==> src/rtl/div_unit.sv <==
// div_unit: multi-cycle radix-2 restoring divider for MIPS DIV/DIVU.
// result_o = {remainder, quotient}; one quotient bit is produced per clock.
module div_unit #(
  parameter int DATA_W = 32,
  parameter int CNT_W  = 6
) (
  input  logic                clk,
  input  logic                rst,
  input  logic                start_i,
  input  logic                annul_i,
  input  logic                signed_div_i,
  input  logic [DATA_W-1:0]   opdata1_i,
  input  logic [DATA_W-1:0]   opdata2_i,
  output logic [2*DATA_W-1:0] result_o,
  output logic                ready_o
);

  typedef enum logic [1:0] {FREE, BYZERO, ON, END} state_t;

  // Counter value after the final iteration; in ON it marks the fix-up cycle.
  localparam logic [CNT_W-1:0] LAST_CNT = CNT_W'(DATA_W);

  state_t                state_reg, state_next;
  logic [CNT_W-1:0]      cnt_reg, cnt_next;
  logic [DATA_W-1:0]     dvd_reg, dvd_next;   // dividend shifting out, quotient shifting in
  logic [DATA_W-1:0]     dsr_reg, dsr_next;   // divisor magnitude
  logic [DATA_W-1:0]     rem_reg, rem_next;   // partial remainder (always < divisor)
  logic                  neg_q_reg, neg_q_next;
  logic                  neg_r_reg, neg_r_next;
  logic [2*DATA_W-1:0]   result_reg, result_next;
  logic                  ready_reg, ready_next;

  logic [DATA_W:0]       shifted;
  logic [DATA_W:0]       trial;
  logic [DATA_W-1:0]     op1_abs, op2_abs;
  logic [DATA_W-1:0]     q_fix, r_fix;

  // Trial subtraction is DATA_W+1 bits wide; its MSB is the sign of the difference.
  assign shifted = {rem_reg, dvd_reg[DATA_W-1]};
  assign trial   = shifted - {1'b0, dsr_reg};

  // Operand magnitudes for signed mode; the most negative value maps onto itself,
  // which is the correct unsigned magnitude.
  assign op1_abs = (signed_div_i && opdata1_i[DATA_W-1]) ? -opdata1_i : opdata1_i;
  assign op2_abs = (signed_div_i && opdata2_i[DATA_W-1]) ? -opdata2_i : opdata2_i;

  // Final sign correction, results taken mod 2^DATA_W.
  assign q_fix = neg_q_reg ? -dvd_reg : dvd_reg;
  assign r_fix = neg_r_reg ? -rem_reg : rem_reg;

  // State and datapath registers; async active-low reset aborts any operation.
  always_ff @(posedge clk or negedge rst) begin
    if (!rst) begin
      state_reg  <= FREE;
      cnt_reg    <= '0;
      dvd_reg    <= '0;
      dsr_reg    <= '0;
      rem_reg    <= '0;
      neg_q_reg  <= 1'b0;
      neg_r_reg  <= 1'b0;
      result_reg <= '0;
      ready_reg  <= 1'b0;
    end else begin
      state_reg  <= state_next;
      cnt_reg    <= cnt_next;
      dvd_reg    <= dvd_next;
      dsr_reg    <= dsr_next;
      rem_reg    <= rem_next;
      neg_q_reg  <= neg_q_next;
      neg_r_reg  <= neg_r_next;
      result_reg <= result_next;
      ready_reg  <= ready_next;
    end
  end

  // Next-state, iteration step and registered-output values.
  always_comb begin
    state_next  = state_reg;
    cnt_next    = cnt_reg;
    dvd_next    = dvd_reg;
    dsr_next    = dsr_reg;
    rem_next    = rem_reg;
    neg_q_next  = neg_q_reg;
    neg_r_next  = neg_r_reg;
    result_next = result_reg;
    ready_next  = ready_reg;

    if (annul_i) begin
      // A flush beats everything, including a same-cycle start.
      state_next  = FREE;
      cnt_next    = '0;
      result_next = '0;
      ready_next  = 1'b0;
    end else begin
      case (state_reg)
        FREE: begin
          ready_next  = 1'b0;
          result_next = '0;
          if (start_i) begin
            dvd_next   = op1_abs;
            dsr_next   = op2_abs;
            rem_next   = '0;
            cnt_next   = '0;
            neg_q_next = signed_div_i & (opdata1_i[DATA_W-1] ^ opdata2_i[DATA_W-1]);
            neg_r_next = signed_div_i & opdata1_i[DATA_W-1];
            state_next = (opdata2_i == '0) ? BYZERO : ON;
          end
        end
        BYZERO: begin
          // ready is raised one edge later by END itself.
          result_next = '0;
          ready_next  = 1'b0;
          state_next  = END;
        end
        ON: begin
          if (cnt_reg != LAST_CNT) begin
            if (!trial[DATA_W]) begin
              rem_next = trial[DATA_W-1:0];
              dvd_next = {dvd_reg[DATA_W-2:0], 1'b1};
            end else begin
              rem_next = shifted[DATA_W-1:0];
              dvd_next = {dvd_reg[DATA_W-2:0], 1'b0};
            end
            cnt_next = cnt_reg + CNT_W'(1);
          end else begin
            result_next = {r_fix, q_fix};
            ready_next  = 1'b1;
            cnt_next    = '0;
            state_next  = END;
          end
        end
        END: begin
          if (start_i) begin
            ready_next = 1'b1;
          end else begin
            ready_next  = 1'b0;
            result_next = '0;
            state_next  = FREE;
          end
        end
        default: begin
          state_next  = FREE;
          cnt_next    = '0;
          result_next = '0;
          ready_next  = 1'b0;
        end
      endcase
    end
  end

  assign result_o = result_reg;
  assign ready_o  = ready_reg;

endmodule

==> config.mk <==
export PLATFORM = sky130hd
export DESIGN_NAME = div_unit
export DESIGN_NICKNAME = d
export VERILOG_FILES = /design/src/rtl/div_unit.sv
export SDC_FILE = /design/constraint.sdc
export NUM_CORES = 1
export LEC_CHECK = 0
export ABC_AREA = 1
export CAP_MARGIN = 25
export CORE_UTILIZATION = 55
export CTS_CLUSTER_DIAMETER = 30
export DETAILED_ROUTE_END_ITERATION = 10
export PLACE_DENSITY_LB_ADDON = 0.25
export SETUP_SLACK_MARGIN = 0.1
export SLEW_MARGIN = 10
export SYNTH_ARGS = -nofsm -noshare
export SYNTH_HDL_FRONTEND = slang
export SYNTH_SLANG_ARGS = --single-unit
==> constraint.sdc <==
create_clock -name clk -period 4.8 [get_ports clk]
set_input_delay 0.96 -clock clk [delete_from_list [all_inputs] [get_ports clk]]
set_output_delay 0.96 -clock clk [all_outputs]
set_load 0.02 [all_outputs]
==> flow_metrics.py <==
metrics = {
    "clock_network": {
        "numClockSinks": 171,
        "cts_tree": "built",
        "post_cts_resized": 0,
        "cts_buffer_depth": 2,
        "clockRootBuffer": "clkbuf_16",
        "worst_skew_pair.late_latency_ns": 0.45,
        "cts_buffers": 17,
        "hold_buffers": 0,
        "h-tree-depth": 4,
        "clkSlewWorstSetupHoldPaths_ns": 0.08,
        "cts_setup_buffers": 0,
    },
    "setup_path": {
        "required_ns": 5.17,
        "cp_top_family": "buffers and inverters",
        "path_cells": "inv_1 -> ha_1 -> buf_4 -> inv_2 -> nor2_1 -> nand2_1 -> a21oi_2 -> inv_2 -> buf_12 -> a21oi_1 -> o21ai_0 -> o21ai_0",
        "cpMaxStageDelayCell": "a21oi_2",
        "worst-path-buf-inv": 5,
        "cp_max_fo": 52,
        "critical_path_class": "reg2reg",
        "cp_data_arrival_time_ns": 3.80,
        "critPathCaptureType": "flop",
        "startpoint_type": "flop",
        "slowest_delay_ns": 0.63,
    },
    "yosys": {
        "yosysMostFrequentCell": "nand2_1",
        "synthTopCellsByArea": "dfrtp_1 (32%), nand2_1 (20%), inv_1 (8.2%)",
        "synthDistinctLibCells": 48,
        "syn_nets": 2214,
        "synth_area_leader_cell": "dfrtp_1",
        "synth_area_um2": 13290,
        "synth_edf_count": 0,
        "synth_warnings": 0,
        "ys_async_sr_fraction": 1.000,
        "ys.flop_type": "dfrtp_1",
        "ys_top_cells_by_count": "nand2_1 (692), inv_1 (292), nand3_1 (197)",
        "synth_top_area_frac": 0.3219,
        "seq_area_frac_synth": 0.3219,
        "syn-mean-instance-area_um2": 6.321,
        "synth_seq_cells": 171,
        "syn_inst": 2103,
    },
    "pwr": {
        "power_frac_seq": 0.312,
        "p_switching_mw": 3.495,
        "switching_share": 0.4892,
        "p_int_mw": 3.650,
        "power.total_mw": 7.145,
        "p_clk_frac": 0.185,
        "p_per_area_nw_per_um2": 463.8,
        "power_leakage_nw": 8.101,
        "ir_worst_vdd_mv": 0.2953,
        "combPwrFrac": 0.503,
    },
    "sta": {
        "tightest_slew_ns": 0.9410,
        "report.final.slew_viol_count": 0,
        "rsz0062_at_grt": "no",
        "setup_viol": 0,
        "finalCritPeriodShare": 0.7145,
        "fmax_mhz": 291.6,
        "finalHoldViolCount": 0,
        "slew_headroom": 0.3726,
        "whs_ns": 0.3683,
        "finalSetupTns_ns": 0,
        "worst_slack_ns": 1.371,
        "skew_ns": 0.01749,
        "period_needed_ns": 3.429,
    },
    "worst_hold_path": {
        "hp-class": "in2async",
    },
    "grt": {
        "grt_pass1_vias": 12661,
        "grt_pass1_wl_um": 66270,
        "grt_max_degree": 112,
        "grt.total_usage": 0.3453,
        "antenna_found_initial": 0,
        "grt_overflow_total": 0,
    },
    "run_status": {
        "status": "finished, final reports clean",
    },
    "final_layout": {
        "final_area_um2": 15400,
        "drive_above_1_share": 0.04013,
        "syn_to_final_growth_pct": 15.88,
        "final_core_util": 0.6523,
        "diodes": 0,
        "fin_cells": 2537,
        "largest_reg_flops": 64,
        "nets": 2316,
    },
    "run": {
        "cap_violations": 0,
    },
    "floorplanning": {
        "start_util": 0.5630,
        "ios": 134,
        "die_area_um2": 24790,
        "die_y_um": 157.5,
        "fp-row-count": 56,
        "core_um2": 23610,
        "die_x_um": 157.5,
    },
    "routing": {
        "highest_layer": "met4",
        "ant_nets": 0,
        "avgViaCountPerCell": 5.479,
        "met1_length_um": 18980,
        "dr_wl_met2_um": 18060,
        "dr.pass1.iters": 6,
        "drc": 0,
        "wl_per_cell_um": 16.26,
        "wl_met3_um": 3509,
        "drt-initial-drc-count": 1339,
        "vias": 13900,
        "drt_wl_total_um": 41240,
    },
    "place": {
        "pre_cts_slack_ns": 1.414,
        "io_buffers": 133,
        "placed_cell_area_um2": 14830,
        "finalWeightedCongestion": 0.9815,
        "hpwl_um": 31700,
        "placed_cells": 2504,
    },
}
## worst register-to-register path, stage by stage, from the launching register on
cell     delay, ns
dfrtp_1       0.39
inv_1         0.11
ha_1          0.16
buf_4         0.29
inv_2         0.36
nor2_1        0.28
nand2_1       0.16
a21oi_2       0.63
inv_2         0.31
buf_12        0.28
a21oi_1       0.16
o21ai_0       0.11
o21ai_0       0.11
## area by class of cell
type,instances,area (um2)
multi-input combinational,1573,7607
tap,319,399.1
clock inverter,14,113.9
timing repair buffer,143,1453
clock buffer,18,429.2
inverter,299,1122
fill,2268,8209
sequential,171,4279
## cells in the final DEF, fill, tap and decap left out, drive strengths merged, types with 6 or more instances in the layout
master | netlist | final
nand3 | 198 | 198
o211ai | 8 | 8
xnor2 | 16 | 16
ha | 41 | 41
xor2 | 43 | 43
nand3b | 8 | 8
nor2 | 189 | 189
a22o | 6 | 6
clkbuf | 28 | 18
buf | 32 | 11
clkinv | 2 | 8
inv | 297 | 303
dfrtp | 171 | 171
nor3 | 39 | 39
o21ai | 160 | 160
a21oi | 90 | 90
nand2 | 713 | 713
clkdlybuf4s50 | 0 | 132
nand4 | 18 | 18
or2 | 10 | 10
## cells by family after synthesis
| family | after synthesis | share of synthesized area |
|---|---|---|
| buf+inv | 359 | 0.1063 |
| flops | 171 | 0.3219 |
| simple gates | 1186 | 0.3766 |
| fa+ha+maj | 42 | 0.04010 |
| xor+xnor | 59 | 0.03887 |
| compound gates | 286 | 0.1162 |
## routing by layer
| layer | up-vias | track usage |
|---|---|---|
| met5 | - | 0 |
| met4 | 0 | 0.07952 |
| met3 | 46 | 0.06002 |
| met2 | 603 | 0.5265 |
| met1 | 6364 | 0.5060 |
| li1 | 6887 | - |
## power by group through the flow
| stage | sequential, mW | combinational, mW | clock (mW) |
|---|---|---|---|
| floorplan | 2.18 | 2.39 | 0 |
| global placement | 2.22 | 3.43 | 0 |
| detailed placement | 2.23 | 3.50 | 0 |
| CTS | 2.21 | 3.52 | 1.32 |
| global route | 2.27 | 4.01 | 1.39 |
| finish | 2.23 | 3.59 | 1.32 |
## path summary, 6_finish.rpt
path,from,end,slack [ns],cells past startpoint
setup / recovery,state_reg[0],dvd_reg[3],1.37,12
max in group asynchronous,rst,dsr_reg[23],3.34,3
min in group clk,result_o[59],result_o[59],0.48,2
setup reg to reg,state_reg[0],dvd_reg[3],1.37,12
hold reg to reg,result_o[59],result_o[59],0.48,2
hold / removal,rst,rem_reg[27],0.37,1
No activity file was read; power rests on OpenSTA's default activity.
